## src/rtl/control_unit_mc.sv

```systemverilog
// Multi-cycle control unit for the accumulator CPU.
// Fetch/execute sequencing with memory handshakes, HALT and retire count.
module control_unit_mc #(
    parameter int DATA_WIDTH        = 11,
    parameter int INSTRUCTION_WIDTH = 15,
    parameter int ALU_OP_WIDTH      = 3,
    parameter int COUNT_WIDTH       = 16,
    localparam int OPW = INSTRUCTION_WIDTH - DATA_WIDTH + 1
) (
    input  logic                    clock_in,
    input  logic                    reset_in,
    input  logic [OPW-1:0]          op_code,
    input  logic                    status_Z_in,
    input  logic                    status_N_in,
    input  logic                    imem_ready_in,
    input  logic                    dmem_ready_in,
    output logic                    imem_req_out,
    output logic                    dmem_req_out,
    output logic                    branch_out,
    output logic                    sel_B_out,
    output logic                    data_memory_wr_out,
    output logic                    acc_wr_out,
    output logic                    pc_wr_out,
    output logic                    status_wr_out,
    output logic                    ir_wr_out,
    output logic                    acc_reset_out,
    output logic                    pc_reset_out,
    output logic                    status_reset_out,
    output logic                    ir_reset_out,
    output logic [1:0]              sel_A_out,
    output logic [ALU_OP_WIDTH-1:0] alu_op_out,
    output logic                    halted_out,
    output logic                    illegal_op_out,
    output logic [COUNT_WIDTH-1:0]  retired_count_out
);

    typedef enum logic [1:0] {
        S_RESET = 2'd0,
        S_FETCH = 2'd1,
        S_EXEC  = 2'd2,
        S_HALT  = 2'd3
    } state_t;

    localparam logic [OPW-1:0] OP_HLT  = OPW'(5'h00);
    localparam logic [OPW-1:0] OP_STO  = OPW'(5'h01);
    localparam logic [OPW-1:0] OP_LD   = OPW'(5'h02);
    localparam logic [OPW-1:0] OP_LDI  = OPW'(5'h03);
    localparam logic [OPW-1:0] OP_ADD  = OPW'(5'h04);
    localparam logic [OPW-1:0] OP_ADDI = OPW'(5'h05);
    localparam logic [OPW-1:0] OP_SUB  = OPW'(5'h06);
    localparam logic [OPW-1:0] OP_SUBI = OPW'(5'h07);
    localparam logic [OPW-1:0] OP_BEQ  = OPW'(5'h08);
    localparam logic [OPW-1:0] OP_BNE  = OPW'(5'h09);
    localparam logic [OPW-1:0] OP_BGT  = OPW'(5'h0A);
    localparam logic [OPW-1:0] OP_BGE  = OPW'(5'h0B);
    localparam logic [OPW-1:0] OP_BLT  = OPW'(5'h0C);
    localparam logic [OPW-1:0] OP_BLE  = OPW'(5'h0D);
    localparam logic [OPW-1:0] OP_JMP  = OPW'(5'h0E);
    localparam logic [OPW-1:0] OP_AND  = OPW'(5'h0F);
    localparam logic [OPW-1:0] OP_ANDI = OPW'(5'h10);
    localparam logic [OPW-1:0] OP_OR   = OPW'(5'h11);
    localparam logic [OPW-1:0] OP_ORI  = OPW'(5'h12);
    localparam logic [OPW-1:0] OP_XOR  = OPW'(5'h13);
    localparam logic [OPW-1:0] OP_XORI = OPW'(5'h14);
    localparam logic [OPW-1:0] OP_NOT  = OPW'(5'h15);

    state_t state, next_state;
    logic   alu_wr;
    logic   illegal_now;
    logic   retire;
    logic   z, n;

    assign z = status_Z_in;
    assign n = status_N_in;

    // State register; reset overrides any pending handshake.
    always_ff @(posedge clock_in) begin
        if (!reset_in) state <= S_RESET;
        else           state <= next_state;
    end

    // Next-state and strobe decode from state, opcode, flags and readies.
    always_comb begin
        next_state         = state;
        imem_req_out       = 1'b0;
        dmem_req_out       = 1'b0;
        branch_out         = 1'b0;
        sel_B_out          = 1'b0;
        data_memory_wr_out = 1'b0;
        acc_wr_out         = 1'b0;
        pc_wr_out          = 1'b0;
        status_wr_out      = 1'b0;
        ir_wr_out          = 1'b0;
        acc_reset_out      = 1'b0;
        pc_reset_out       = 1'b0;
        status_reset_out   = 1'b0;
        ir_reset_out       = 1'b0;
        sel_A_out          = 2'b00;
        alu_op_out         = '0;
        halted_out         = 1'b0;
        alu_wr             = 1'b0;
        illegal_now        = 1'b0;
        case (state)
            S_RESET: begin
                acc_reset_out    = 1'b1;
                pc_reset_out     = 1'b1;
                status_reset_out = 1'b1;
                ir_reset_out     = 1'b1;
                next_state       = S_FETCH;
            end
            S_FETCH: begin
                imem_req_out = 1'b1;
                if (imem_ready_in) begin
                    ir_wr_out  = 1'b1;
                    next_state = S_EXEC;
                end
            end
            S_EXEC: begin
                next_state = S_FETCH;
                case (op_code)
                    OP_HLT: next_state = S_HALT;
                    OP_STO: begin
                        dmem_req_out       = 1'b1;
                        data_memory_wr_out = 1'b1;
                        if (dmem_ready_in) pc_wr_out  = 1'b1;
                        else               next_state = S_EXEC;
                    end
                    OP_LD: begin
                        dmem_req_out = 1'b1;
                        if (dmem_ready_in) begin
                            acc_wr_out = 1'b1;
                            pc_wr_out  = 1'b1;
                        end else begin
                            next_state = S_EXEC;
                        end
                    end
                    OP_LDI: begin
                        sel_A_out  = 2'b01;
                        acc_wr_out = 1'b1;
                        pc_wr_out  = 1'b1;
                    end
                    OP_ADD:  alu_wr = 1'b1;
                    OP_ADDI: begin alu_wr = 1'b1; sel_B_out = 1'b1; end
                    OP_SUB: begin
                        alu_wr     = 1'b1;
                        alu_op_out = ALU_OP_WIDTH'(3'b001);
                    end
                    OP_SUBI: begin
                        alu_wr     = 1'b1;
                        sel_B_out  = 1'b1;
                        alu_op_out = ALU_OP_WIDTH'(3'b001);
                    end
                    OP_AND: begin
                        alu_wr     = 1'b1;
                        alu_op_out = ALU_OP_WIDTH'(3'b010);
                    end
                    OP_ANDI: begin
                        alu_wr     = 1'b1;
                        sel_B_out  = 1'b1;
                        alu_op_out = ALU_OP_WIDTH'(3'b010);
                    end
                    OP_OR: begin
                        alu_wr     = 1'b1;
                        alu_op_out = ALU_OP_WIDTH'(3'b011);
                    end
                    OP_ORI: begin
                        alu_wr     = 1'b1;
                        sel_B_out  = 1'b1;
                        alu_op_out = ALU_OP_WIDTH'(3'b011);
                    end
                    OP_XOR: begin
                        alu_wr     = 1'b1;
                        alu_op_out = ALU_OP_WIDTH'(3'b100);
                    end
                    OP_XORI: begin
                        alu_wr     = 1'b1;
                        sel_B_out  = 1'b1;
                        alu_op_out = ALU_OP_WIDTH'(3'b100);
                    end
                    OP_NOT: begin
                        alu_wr     = 1'b1;
                        alu_op_out = ALU_OP_WIDTH'(3'b101);
                    end
                    OP_BEQ: begin branch_out = z;       pc_wr_out = 1'b1; end
                    OP_BNE: begin branch_out = !z;      pc_wr_out = 1'b1; end
                    OP_BGT: begin branch_out = !z && !n; pc_wr_out = 1'b1; end
                    OP_BGE: begin branch_out = !n;      pc_wr_out = 1'b1; end
                    OP_BLT: begin branch_out = n;       pc_wr_out = 1'b1; end
                    OP_BLE: begin branch_out = z || n;  pc_wr_out = 1'b1; end
                    OP_JMP: begin branch_out = 1'b1;    pc_wr_out = 1'b1; end
                    default: begin
                        pc_wr_out   = 1'b1;
                        illegal_now = 1'b1;
                    end
                endcase
                if (alu_wr) begin
                    sel_A_out     = 2'b10;
                    acc_wr_out    = 1'b1;
                    status_wr_out = 1'b1;
                    pc_wr_out     = 1'b1;
                end
            end
            S_HALT: halted_out = 1'b1;
            default: next_state = S_RESET;
        endcase
    end

    assign retire = (state == S_EXEC) && pc_wr_out;

    // Saturating retire counter and sticky illegal-opcode flag.
    always_ff @(posedge clock_in) begin
        if (!reset_in) begin
            retired_count_out <= '0;
            illegal_op_out    <= 1'b0;
        end else begin
            if (retire && (retired_count_out != '1))
                retired_count_out <= retired_count_out + COUNT_WIDTH'(1);
            if (illegal_now)
                illegal_op_out <= 1'b1;
        end
    end

endmodule

```

## config.mk

```make
export PLATFORM = sky130hd
export DESIGN_NAME = control_unit_mc
export DESIGN_NICKNAME = d
export VERILOG_FILES = /design/src/rtl/control_unit_mc.sv
export SDC_FILE = /design/constraint.sdc
export NUM_CORES = 1
export LEC_CHECK = 0
export ABC_AREA = 1
export BUFFER_PORTS_ARGS = -buffer_cell sky130_fd_sc_hd__buf_2
export CAP_MARGIN = 20
export CELL_PAD_IN_SITES_DETAIL_PLACEMENT = 1
export CELL_PAD_IN_SITES_GLOBAL_PLACEMENT = 1
export CORE_MARGIN = 4
export CORE_UTILIZATION = 31
export CTS_CLUSTER_SIZE = 24
export DETAILED_ROUTE_END_ITERATION = 7
export HOLD_SLACK_MARGIN = 0.03
export PLACE_DENSITY_LB_ADDON = 0.1
export SLEW_MARGIN = 10
export SYNTH_ARGS = -nofsm -noshare
export SYNTH_HDL_FRONTEND = slang
export SYNTH_SLANG_ARGS = --single-unit
export TNS_END_PERCENT = 10
```

## constraint.sdc

```tcl
create_clock -name clock_in -period 1.39 [get_ports clock_in]
set_input_delay 0.278 -clock clock_in [delete_from_list [all_inputs] [get_ports clock_in]]
set_output_delay 0.278 -clock clock_in [all_outputs]
set_load 0.01 [all_outputs]
```

=== After elaboration in Yosys (flattened, before gate mapping) ===
Cells that the tools add are included.

* Add/sub/neg operators: 1
* Equal/unequal tests: 26
* Mux-type cells: 35
* Reduce and logical (&&, ||, !) cells: 19

{| class="wikitable"
|+ Operators by type and width
! kind !! number
|-
| 5-bit by 4-bit equality test with 1-bit output, second input constant || 8
|-
| 5-bit equality test, second input constant || 6
|-
| 1-bit 2-to-1 mux || 24
|-
| 22-bit OR reduction || 1
|-
| 5-bit by 3-bit equality test with 1-bit output, second input constant || 4
|-
| 16-bit by 1-bit adder with 16-bit output, second input constant || 1
|-
| 16-bit != test, second input constant || 1
|-
| 3-bit one-hot mux with 5 select lines || 1
|-
| 12-bit OR reduction || 1
|-
| 11-bit OR reduction || 1
|-
| 5-bit by 2-bit equality test with 1-bit output, second input constant || 2
|-
| 2-bit OR reduction || 5
|-
| 2-bit 2-to-1 mux || 4
|-
| 1-bit one-hot mux with 7 select lines || 1
|-
| 2-bit one-hot mux with 3 select lines || 1
|-
| 5-bit by 1-bit equality test with 1-bit output, second input constant || 1
|-
| 5-bit logical NOT || 1
|-
| 5-bit OR reduction || 1
|-
| 2-bit equality test, second input constant || 2
|-
| 1-bit one-hot mux with 2 select lines || 2
|-
| 2-bit one-hot mux with 2 select lines || 1
|-
| 1-bit logical AND || 3
|-
| 3-bit 2-to-1 mux || 1
|-
| 3-bit nonzero test || 1
|-
| 6 further kinds || 7
|}

* Register bits after elaboration: 19
* Bits of input ports: 11
* Output and inout bits: 36
* Word-level logic and storage cells: 84

=== Depth between registers and ports, before layout ===
Gate-level depths: netlist of the first run.

* Depth after elaboration: 8
* Depth in mapped cells: 10
* Mapped depth without buffers: 10

=== Worst setup path after synthesis of the first run ===
OpenSTA, ideal clock, no wires.

* Path kind: reg-to-output
* From: register state[0]
* To: output sel_A_out[1]
* Arrival: 1321 ps
* Required time: 1112 ps
* Slack: -209 ps
* Cell stages (with the launch flop): 6
* Path buffers: 1
* Cell sequence: dfxtp_1 inv_1 ha_1 clkinv_1 nor2_1 buf_4

* Word-level cells in the longest chain between the ends: 2

{| class="wikitable"
|+ Ends and longest elaborated chain
! item !! line !! text
|-
| from (decl) || 67 || <nowiki>state_t state, next_state;</nowiki>
|-
| from (signal assigned) || 79 || <nowiki>else state <= next_state;</nowiki>
|-
| 2-bit equality test || 103 || <nowiki>case (state)</nowiki>
|-
| 2-bit 2-to-1 mux || 103 ||
|-
| to (decl) || 30 || <nowiki>output logic [1:0] sel_A_out,</nowiki>
|}

Every way passes these cells.

=== Worst setup path in the final report of the first run ===
* From: register state[0]
* To: output alu_op_out[2]

* Word-level cells in the longest chain between the ends: 2

{| class="wikitable"
|+ Ends and longest elaborated chain
! item !! line !! text
|-
| 2-bit equality test || 103 ||
|-
| 3-bit 2-to-1 mux || 103 ||
|-
| to (decl) || 31 || <nowiki>output logic [ALU_OP_WIDTH-1:0] alu_op_out,</nowiki>
|}

Every way passes these cells.

==> results of run 1 <==
-- how the worst max path moves through the flow --
stage,from,endpoint
finish,state[0]$_SDFFE_PN0P_,alu_op_out[2]
global route,state[0]$_SDFFE_PN0P_,sel_B_out
floorplan,op_code[3],sel_A_out[1]
global placement,op_code[4],acc_wr_out
detailed placement,op_code[4],acc_wr_out
CTS,state[1]$_SDFFE_PN0P_,ir_wr_out
-- stage by stage --
stage | total power [mW] | TNS [ns] | utilization [%] | std cells
CTS | 1.36 | -3.38 | 51.0 | 435
global placement | 0.905 | -2.31 | 46.7 | 424
detailed placement | 0.915 | -3.14 | 46.7 | 424
floorplan | 0.771 | -0.00876 | - | 264
finish | 1.39 | -2.81 | 54.6 | 438
global route | 1.48 | -5.94 | 54.6 | 438
-- logic make-up (layout without fill, tap and decap cells) --
logic type,Yosys count,after routing,share of synthesized area [%]
simple gates,169,169,48.6
buf+inv,36,143,10.4
compound gates,32,32,10.8
flops,19,19,24.5
fa+ha+maj,5,5,4.03
xor+xnor,3,3,1.69
-- power groups by stage --
stage / logic, mW / registers, mW / clock network, mW
final: 0.431 / 0.560 / 0.403
after global routing: 0.479 / 0.562 / 0.443
after CTS: 0.375 / 0.564 / 0.417
after detailed placement: 0.341 / 0.574 / 0
after global placement: 0.332 / 0.574 / 0
after floorplan: 0.193 / 0.577 / 0
-- sequential cells by signal (all words and copies together), names as in the netlist --
register,cells
retired_count_out,16
illegal_op_out,1
state,2
-- layer usage --
layer	vias to the layer above	GRT usage, %	wire length, um
li1	1045	-	-
met1	924	24.6	2670
met2	36	32.5	2850
met3	4	3.74	199
met4	0	3.85	33
met5	-	0	0
-- repair_timing --
| action | in CTS | in global routing |
|---|---|---|
| endpoints found under the setup margin | 35 | 36 |
| gates resized for setup | 32 | 49 |
| pin swaps | 7 | 14 |
| setup buffers | 7 | 3 |
-- cell usage in the layout (no fill, tap or decap), drive strengths merged, types with 3 or more instances in the layout --
cell	n
buf	108
nand2	76
nor2	68
inv	29
nand3	19
dfxtp	19
o21ai	16
a21oi	12
ha	5
nand4	4
clkbuf	4
xnor2	3
-- critical path, cell delays in order (launching register included) --
cell and delay, ns:
dfxtp_2 0.33, inv_2 0.07, ha_4 0.20, clkinv_8 0.09, nor3_4 0.17, buf_2 0.15
-- layout make-up --
| class | instances | area share, % |
|---|---|---|
| Clock buffer | 3 | 1.58 |
| Clock inverter | 1 | 0.192 |
| Inverter | 30 | 4.89 |
| Multi-Input combinational cell | 209 | 46.5 |
| Sequential cell | 19 | 15.3 |
| Tap cell | 67 | 3.21 |
| Timing Repair Buffer | 109 | 28.4 |
==> impl_metrics.toml, run 1 <==
[run_status]
outcome = "complete, but fails checks"
failed_checks = "setup timing"

[floorplanning]
start_util_pct = 32.4
die_area_um2 = 6210
io_pins = 47
coreArea_um2 = 4790
fp.dieH_um = 78.8
fp.dieW_um = 78.8
rows = 25

[setup_path]
path_class = "reg -> out"
critPathRequiredTime_ns = 1.11
worst-r2r-cell-count = 9
critPathLaunchType = "register"
reg2reg_setup_slack_ns = -0.15
r2r-end = "retired_count_out[7]$_SDFFE_PN0P_"
worstSetupEndpointType = "output pin"
arrival_ns = 1.27
regToRegStartpoint = "state[0]$_SDFFE_PN0P_"
path_max_fanout = 9

[synthesis]
ys_types = 24
synthTopCellsByArea = "dfxtp_1 (24%), nand2_1 (18%), nor2_1 (15%)"
synth-seq-cells = 19
yosysWarnings = 0
synthesis.area_um2 = 1550
post_synth.cell_area_avg_um2 = 5.88
synth_top_area_share_pct = 24.5
synth.most_common_cell = "nand2_1"
ys_top_cells_by_count = "nand2_1 (74), nor2_1 (60), inv_1 (26)"
yosysSeqAreaShare_pct = 24.5
synth_edf_count = 0
synth_ff_type = "dfxtp_1"
yosysTopAreaCell = "dfxtp_1"
synth_nets = 280
postSynthCellCount = 264
synthArstFlopShare_pct = 0

[drt]
ant_nets = 0
drc = 0
wl_per_cell_um = 13.2
finalWirelength_um = 5760
vias = 2009
drt-vias-per-instance = 4.59
firstDrtPassIters = 4
drtIter0Drc = 71

[worst_hold_path]
hold_path.class = "in -> reg"
min_to = "state[1]$_SDFFE_PN0P_"
hold_start = "imem_ready_in"
min_path_cells = 4

[power]
powerDensity_nw_per_um2 = 534
peakVddDrop_v = 0.000276
p_leak_nw = 1.23
clkPwrFrac_pct = 28.9
p_sw_share_pct = 31.6
intPower_mw = 0.953
switching_power_mw = 0.441
p_comb_share_pct = 30.9
seqPwrFrac_pct = 40.2

[cells_and_area]
fin_nets = 388
n_fill_cell = 672
syn_to_final_growth_pct = 68.3
final-seq-area_um2 = 400
multi_input_area_um2 = 1210
diodes = 0
postLayoutCellArea_um2 = 2610
drive_gt1_share_pct = 50.4

[clocking]
tritoncts = "yes"
cts_inserted_buffers = 3
cts_max_path_buffers = 2
cts.htree.levels = 1
clk_pin_slew_ns = 0.08
ctsRootBufferMaster = "clkbuf_8"
clkSinkCount = 19
clk_latency_ns = 0.26
cts_hold_buf = 0

[timing]
tightest_slew_ns = 0.317
drv_slew = 0
max_freq_ghz = 0.645
clock_skew_ns = 0.00571
grt_setup_unrepaired = "yes"
post-route-min-period_ns = 1.55
min_period_over_period_pct = 111
hold_viol_final = 0
hold_slack_ns = 0.368
maxSlewHeadroom_pct = 78.8
timing.final.ws_setup_ns = -0.159
setup_viol = 30

[global_route]
grt_usage_pct = 19.0
antenna_found_initial = 0
grt_pass1_wl_um = 9550
grt_overflow = 0
grt_pass1_vias = 2085
grt_max_degree = 14

[run]
max-cap-violations = 0

[placement]
dp_hpwl_um = 4330
port_buffers = 46
dp_slack_ns = -0.240
gp_congestion = 0.774
placed_area_um2 = 2230
(Power assumes the default switching activity.)
==> inputs of run 2 (changes only) <==
--- a/config.mk
+++ b/config.mk
@@ -5,7 +5,7 @@
 export SDC_FILE = /design/constraint.sdc
 export NUM_CORES = 1
 export LEC_CHECK = 0
-export ABC_AREA = 1
+export ABC_AREA = 0
 export BUFFER_PORTS_ARGS = -buffer_cell sky130_fd_sc_hd__buf_2
 export CAP_MARGIN = 20
 export CELL_PAD_IN_SITES_DETAIL_PLACEMENT = 1
==> run 2 against run 1 <==
The run still ends with setup timing left. Via count shrank 7.3%. Worst hold slack lost 0.016 ns. Routed wire length grew 4.3%. Sequential power grew 5.7%. Sequential cell count is the same. Highest routed layer unchanged. Critical path depth grew 1. Register-to-register slack lost 0.46 ns. Largest power group is now combinational logic. Maximum frequency shrank 23%. Cell count shrank 23%. Setup slack lost 0.46 ns. Critical endpoint is now acc_wr_out. Clock power grew 1%.
==> impl_metrics.toml, run 2 <==
[synthesis]
synth_ff_type = "dfxtp_1"
synth_top_area_share_pct = 27.8
synthesis.area_um2 = 1370
yosysTopAreaCell = "dfxtp_1"
synth_edf_count = 0
synthTopCellsByArea = "dfxtp_1 (28%), a21oi_1 (6.6%), nand2_1 (5.2%)"
post_synth.cell_area_avg_um2 = 7.37
postSynthCellCount = 186
ys_types = 41
yosysWarnings = 0
ys_top_cells_by_count = "dfxtp_1 (19), nand2_1 (19), a21oi_1 (18)"
synthArstFlopShare_pct = 0
yosysSeqAreaShare_pct = 27.8
synth_nets = 202
synth-seq-cells = 19

[clocking]
ctsRootBufferMaster = "clkbuf_8"
clk_pin_slew_ns = 0.08
cts.htree.levels = 1
tritoncts = "yes"
cts_inserted_buffers = 3
cts_hold_buf = 0
cts_max_path_buffers = 2
clkSinkCount = 19
clk_latency_ns = 0.27

[global_route]
antenna_found_initial = 0
grt_usage_pct = 20.4
grt_overflow = 0
grt_pass1_vias = 1939
grt_max_degree = 26
grt_pass1_wl_um = 9040

[cells_and_area]
n_fill_cell = 509
fin_nets = 303
largest_register_ffs = 16
multi_input_area_um2 = 1130
drive_gt1_share_pct = 57.3
final-seq-area_um2 = 385
fin_cells = 336
syn_to_final_growth_pct = 84.0
layout_common_cells = "buf_4 (56), buf_2 (38), nand2_1 (18), dfxtp_1 (15), buf_6 (13)"
final_common_cell = "buf_4"
diodes = 0
top_register = "retired_count_out"
top_regs = "retired_count_out: 16 flops, state: 2 flops, illegal_op_out: 1 flops"

[setup_path]
r2r-end = "retired_count_out[7]$_SDFFE_PN0P_"
worst-r2r-cell-count = 9
arrival_ns = 1.73
critPathRequiredTime_ns = 1.11
worstSetupEndpointType = "output pin"
crit_chain = "inv_2 -> ha_4 -> buf_6 -> or4b_4 -> o21ai_2 -> buf_2"
path_delay_family = "simple AND/OR/NAND/NOR gates"
path_buf_inv = 3
crit_slowest_cell = "or4b_4"
critPathMaxStageDelay_ns = 0.51
path_class = "reg -> out"
reg2reg_setup_slack_ns = -0.61
critPathLaunchType = "register"
regToRegStartpoint = "state[0]$_SDFFE_PN0P_"
path_max_fanout = 5

[power]
powerDensity_nw_per_um2 = 834
finalPower_mw = 2.10
p_leak_nw = 1.08
peakVddDrop_v = 0.000502

[timing]
clock_skew_ns = 0.00503
setup_viol = 35
drv_slew = 0
post-route-min-period_ns = 2.01
hold_viol_final = 0
max_freq_ghz = 0.498
min_period_over_period_pct = 144
tightest_slew_ns = 0.312
timing.final.ws_setup_ns = -0.616
maxSlewHeadroom_pct = 79.0
grt_setup_unrepaired = "yes"

[floorplanning]
die_area_um2 = 5550
rows = 23
fp.dieH_um = 74.5
io_pins = 47
start_util_pct = 33.1
fp.dieW_um = 74.5
coreArea_um2 = 4140

[drt]
drc = 0
firstDrtPassIters = 6
drtIter0Drc = 44
vias = 1863
drt-vias-per-instance = 5.54
ant_nets = 0
wl_per_cell_um = 17.9
finalWirelength_um = 6010

[placement]
place_inst = 323
dp_slack_ns = -0.657
dp_hpwl_um = 4160
gp_congestion = 0.843
port_buffers = 46

[worst_hold_path]
hold_start = "reset_in"
min_path_cells = 2
min_to = "illegal_op_out$_SDFFE_PN0P_"
hold_path.class = "in -> reg"

[run_status]
failed_checks = "setup timing"
outcome = "complete, but fails checks"

[run]
max-cap-violations = 0
==> run 2: cells by family after synthesis <==
kind of cell               after synthesis  synth area share [%]
adders and majority gates                5                  4.57
xor gates and xnor gates                 2                  1.28
muxes                                    4                  3.01
buffers and inverters                   23                  8.22
DFF                                     19                  27.8
and+or+nand+nor                         87                  34.2
AOI/OAI and AO/OA                       46                  21.0
==> run 2: layout make-up <==
cell class | instances | share of cell area, %
clock buffers | 4 | 1.79
inverters | 7 | 1.24
multi-input cells | 144 | 44.8
flip-flops and latches | 19 | 15.3
well taps | 50 | 2.48
repair buffers | 112 | 34.4
==> run 2: through the flow <==
stage | setup TNS (ns) | util (%) | area [um2] | hold WS [ns]
CTS | -13.92 | 54.8 | 2270 | 0.358
finish | -14.75 | 60.8 | 2520 | 0.352
global route | -17.26 | 60.8 | 2520 | 0.350
floorplan | -7.84 | - | 1490 | 0.470
global placement | -12.33 | 51.4 | 2130 | 0.440
detailed placement | -13.62 | 51.4 | 2130 | 0.474
==> run 2: worst register-to-register path, cell delays in order (launching register included) <==
cell	delay, ns
dfxtp_2	0.33
inv_2	0.08
ha_4	0.17
nor2b_4	0.14
a32oi_2	0.10
o31a_1	0.16
buf_12	0.15
buf_12	0.13
or4_1	0.51
a21oi_1	0.16
==> run 2: where the power goes <==
group | switching [mW] | internal [mW] | leakage, nW
clock | 0.204 | 0.205 | 0.0228
sequential | 0.0187 | 0.574 | 0.155
combinational | 0.504 | 0.598 | 0.906
==> run 2: per-layer routing <==
metal / vias to the layer above / global-route usage (%) / routed length (um)
li1: 881 / - / -
met1: 912 / 22.8 / 2400
met2: 56 / 39.8 / 3270
met3: 14 / 1.76 / 223
met4: 0 / 6.92 / 115
met5: - / 0 / 0
==> run 2: timing repair <==
item / 4_1_cts / 5_1_grt
gates cloned: 0 / 2
buffers inserted: 3 / 4
gates resized for setup: 18 / 38
pin swaps: 6 / 15
setup endpoints to repair: 36 / 36
==> run 2: worst max-delay path by stage <==
| stage | start | endpoint | slack, ns | depth (start not counted) |
|---|---|---|---|---|
| after CTS | state[0]$_SDFFE_PN0P_ | acc_wr_out | -0.60 | 6 |
| after global routing | state[0]$_SDFFE_PN0P_ | retired_count_out[7]$_SDFFE_PN0P_ | -0.70 | 9 |
| after detailed placement | op_code[4] | retired_count_out[10]$_SDFFE_PN0P_ | -0.66 | 7 |
| after floorplan | state[0]$_SDFFE_PN0P_ | retired_count_out[8]$_SDFFE_PN0P_ | -0.39 | 8 |
| final | state[0]$_SDFFE_PN0P_ | acc_wr_out | -0.62 | 6 |
| after global placement | op_code[4] | retired_count_out[11]$_SDFFE_PN0P_ | -0.61 | 7 |
==> inputs of run 3 (changes only) <==
--- a/config.mk
+++ b/config.mk
@@ -11,7 +11,7 @@
 export CELL_PAD_IN_SITES_DETAIL_PLACEMENT = 1
 export CELL_PAD_IN_SITES_GLOBAL_PLACEMENT = 1
 export CORE_MARGIN = 4
-export CORE_UTILIZATION = 31
+export CORE_UTILIZATION = 35
 export CTS_CLUSTER_SIZE = 24
 export DETAILED_ROUTE_END_ITERATION = 7
 export HOLD_SLACK_MARGIN = 0.03
==> constraint.sdc (replaced) <==
create_clock -name clock_in -period 2.05 [get_ports clock_in]
set_input_delay 0.41 -clock clock_in [delete_from_list [all_inputs] [get_ports clock_in]]
set_output_delay 0.41 -clock clock_in [all_outputs]
set_load 0.01 [all_outputs]
==> run 3 against run 2 <==
The flow now finishes without violations. Routed wire length is 24% lower. Critical path depth grew 1. Sequential share of layout area grew 4.5 points. Combinational power shrank 58%. Core utilization shrank 8.9 points. Power shrank 46%. Sequential power fell by 32%.
==> impl_metrics.toml, run 3 (synthesized netlist as in run 2, its figures left out) <==
[run_status]
outcome = "complete, no violations"

[clocking]
clkSinkCount = 19
cts.htree.levels = 1
tritoncts = "yes"
cts_hold_buf = 0
cts_max_path_buffers = 2
ctsRootBufferMaster = "clkbuf_8"
clk_latency_ns = 0.26
cts_inserted_buffers = 3
clk_pin_slew_ns = 0.07

[drt]
vias = 1642
top_layer = "met4"
wl_met1_um = 1940
drc = 0
drtIter0Drc = 80
finalWirelength_um = 4590
wl_met3_um = 252
wl_met2_um = 2350
ant_nets = 0
drt-vias-per-instance = 5.62
firstDrtPassIters = 4
wl_per_cell_um = 15.7

[timing]
drv_slew = 0
max_freq_ghz = 0.492
maxSlewHeadroom_pct = 60.6
setup_viol = 0
post-route-min-period_ns = 2.03
hold_viol_final = 0
min_period_over_period_pct = 99.2
grt_setup_unrepaired = "yes"
tightest_slew_ns = 0.591
clock_skew_ns = 0.00646

[cells_and_area]
fin_nets = 261
final_common_cell = "buf_2"
drive_gt1_share_pct = 40.2
layout_common_cells = "buf_2 (44), nand2_1 (19), buf_4 (19), dfxtp_1 (18), nor2_1 (13)"
top_register = "retired_count_out"
top_regs = "retired_count_out: 16 flops, state: 2 flops, illegal_op_out: 1 flops"
largest_register_ffs = 16
syn_to_final_growth_pct = 41.0
final_util_pct = 52.0
postLayoutCellArea_um2 = 1930
diodes = 0

[global_route]
grt_max_degree = 15
grt_usage_pct = 17.6
grt_pass1_vias = 1727
antenna_found_initial = 0
grt_overflow = 0
grt_pass1_wl_um = 7530

[floorplanning]
start_util_pct = 36.9
die_area_um2 = 4980
io_pins = 47
fp.dieW_um = 70.6
rows = 22
coreArea_um2 = 3720
fp.dieH_um = 70.6

[setup_path]
critPathMaxStageDelay_ns = 0.34
path_class = "in -> out"
arrival_ns = 1.62
crit_slowest_cell = "o41ai_4"
worstSetupEndpointType = "output pin"
path_delay_family = "compound AO/OA/AOI/OAI gates"
crit_top_cell = "buf_6"
critPathLaunchType = "primary input"
critPathRequiredTime_ns = 1.64
crit_chain = "buf_6 -> or2_4 -> buf_6 -> o41ai_4 -> o31a_1 -> inv_2 -> buf_6"
path_max_fanout = 3
path_buf_inv = 4

[power]
peakVddDrop_v = 0.000285
p_leak_nw = 0.810
powerDensity_nw_per_um2 = 587

[placement]
dp_hpwl_um = 3430
placed_area_um2 = 1740
gp_congestion = 0.763
port_buffers = 46

[worst_hold_path]
hold_path.class = "reg -> reg"

[run]
max-cap-violations = 0
run 3: changes by cell type in the layout (fill, tap and decap cells not counted), sizes merged:
cell    change
buf        -40
clkbuf      -3
clkinv      +1
run 3: metal layers:
| metal | GRT usage, % | vias up |
|---|---|---|
| met5 | 0 | - |
| met4 | 5.85 | 0 |
| met3 | 2.84 | 6 |
| met2 | 33.3 | 45 |
| met1 | 20.0 | 789 |
| li1 | - | 802 |
run 3: worst paths after layout:
check,cells past startpoint,endpoint,slack (ns),from
min reg2reg,1,illegal_op_out$_SDFFE_PN0P_,0.47,illegal_op_out$_SDFFE_PN0P_
max,7,pc_wr_out,0.02,op_code[2]
max reg2reg,9,retired_count_out[4]$_SDFFE_PN0P_,0.05,state[0]$_SDFFE_PN0P_
min,1,illegal_op_out$_SDFFE_PN0P_,0.47,illegal_op_out$_SDFFE_PN0P_
run 3: layout make-up:
class	count	area (um2)
repair buffers	70	442
clock inverters	1	5.00
clock buffers	3	41.3
multi-input cells	144	976
inverters	7	26.3
fillers	469	1780
well taps	48	60.1
flip-flops and latches	19	382
run 3: stage by stage:
step                power, mW  hold WS (ns)  setup TNS (ns)  std cells  setup WS (ns)
floorplan               0.684         0.487      -0.0000682        186     -0.0000682
global placement        0.802         0.442           -1.31        286         -0.111
detailed placement      0.816         0.461           -2.05        286         -0.175
CTS                      1.10         0.478               0        291       0.000567
global route             1.21         0.489          -0.284        292        -0.0561
finish                   1.13         0.472               0        292         0.0159
run 3: power breakdown:
group,internal [mW],switching [mW]
clock network,0.135,0.133
logic,0.215,0.251
registers,0.387,0.0129
total,0.737,0.397
run 3: worst reg2reg max path, stage by stage, from the launching register on:
cell and delay, ns:
dfxtp_2 0.33, inv_2 0.07, ha_4 0.17, nor2b_2 0.15, a32oi_2 0.11, o31a_1 0.15
buf_6 0.13, buf_6 0.13, or4_4 0.53, a21oi_2 0.14
run 3: timing repair:
action	CTS	global route
resized for setup	5	27
pin swaps	3	13
setup buffers	1	1
endpoints found under the hold margin	0	0
setup endpoints to repair	5	16
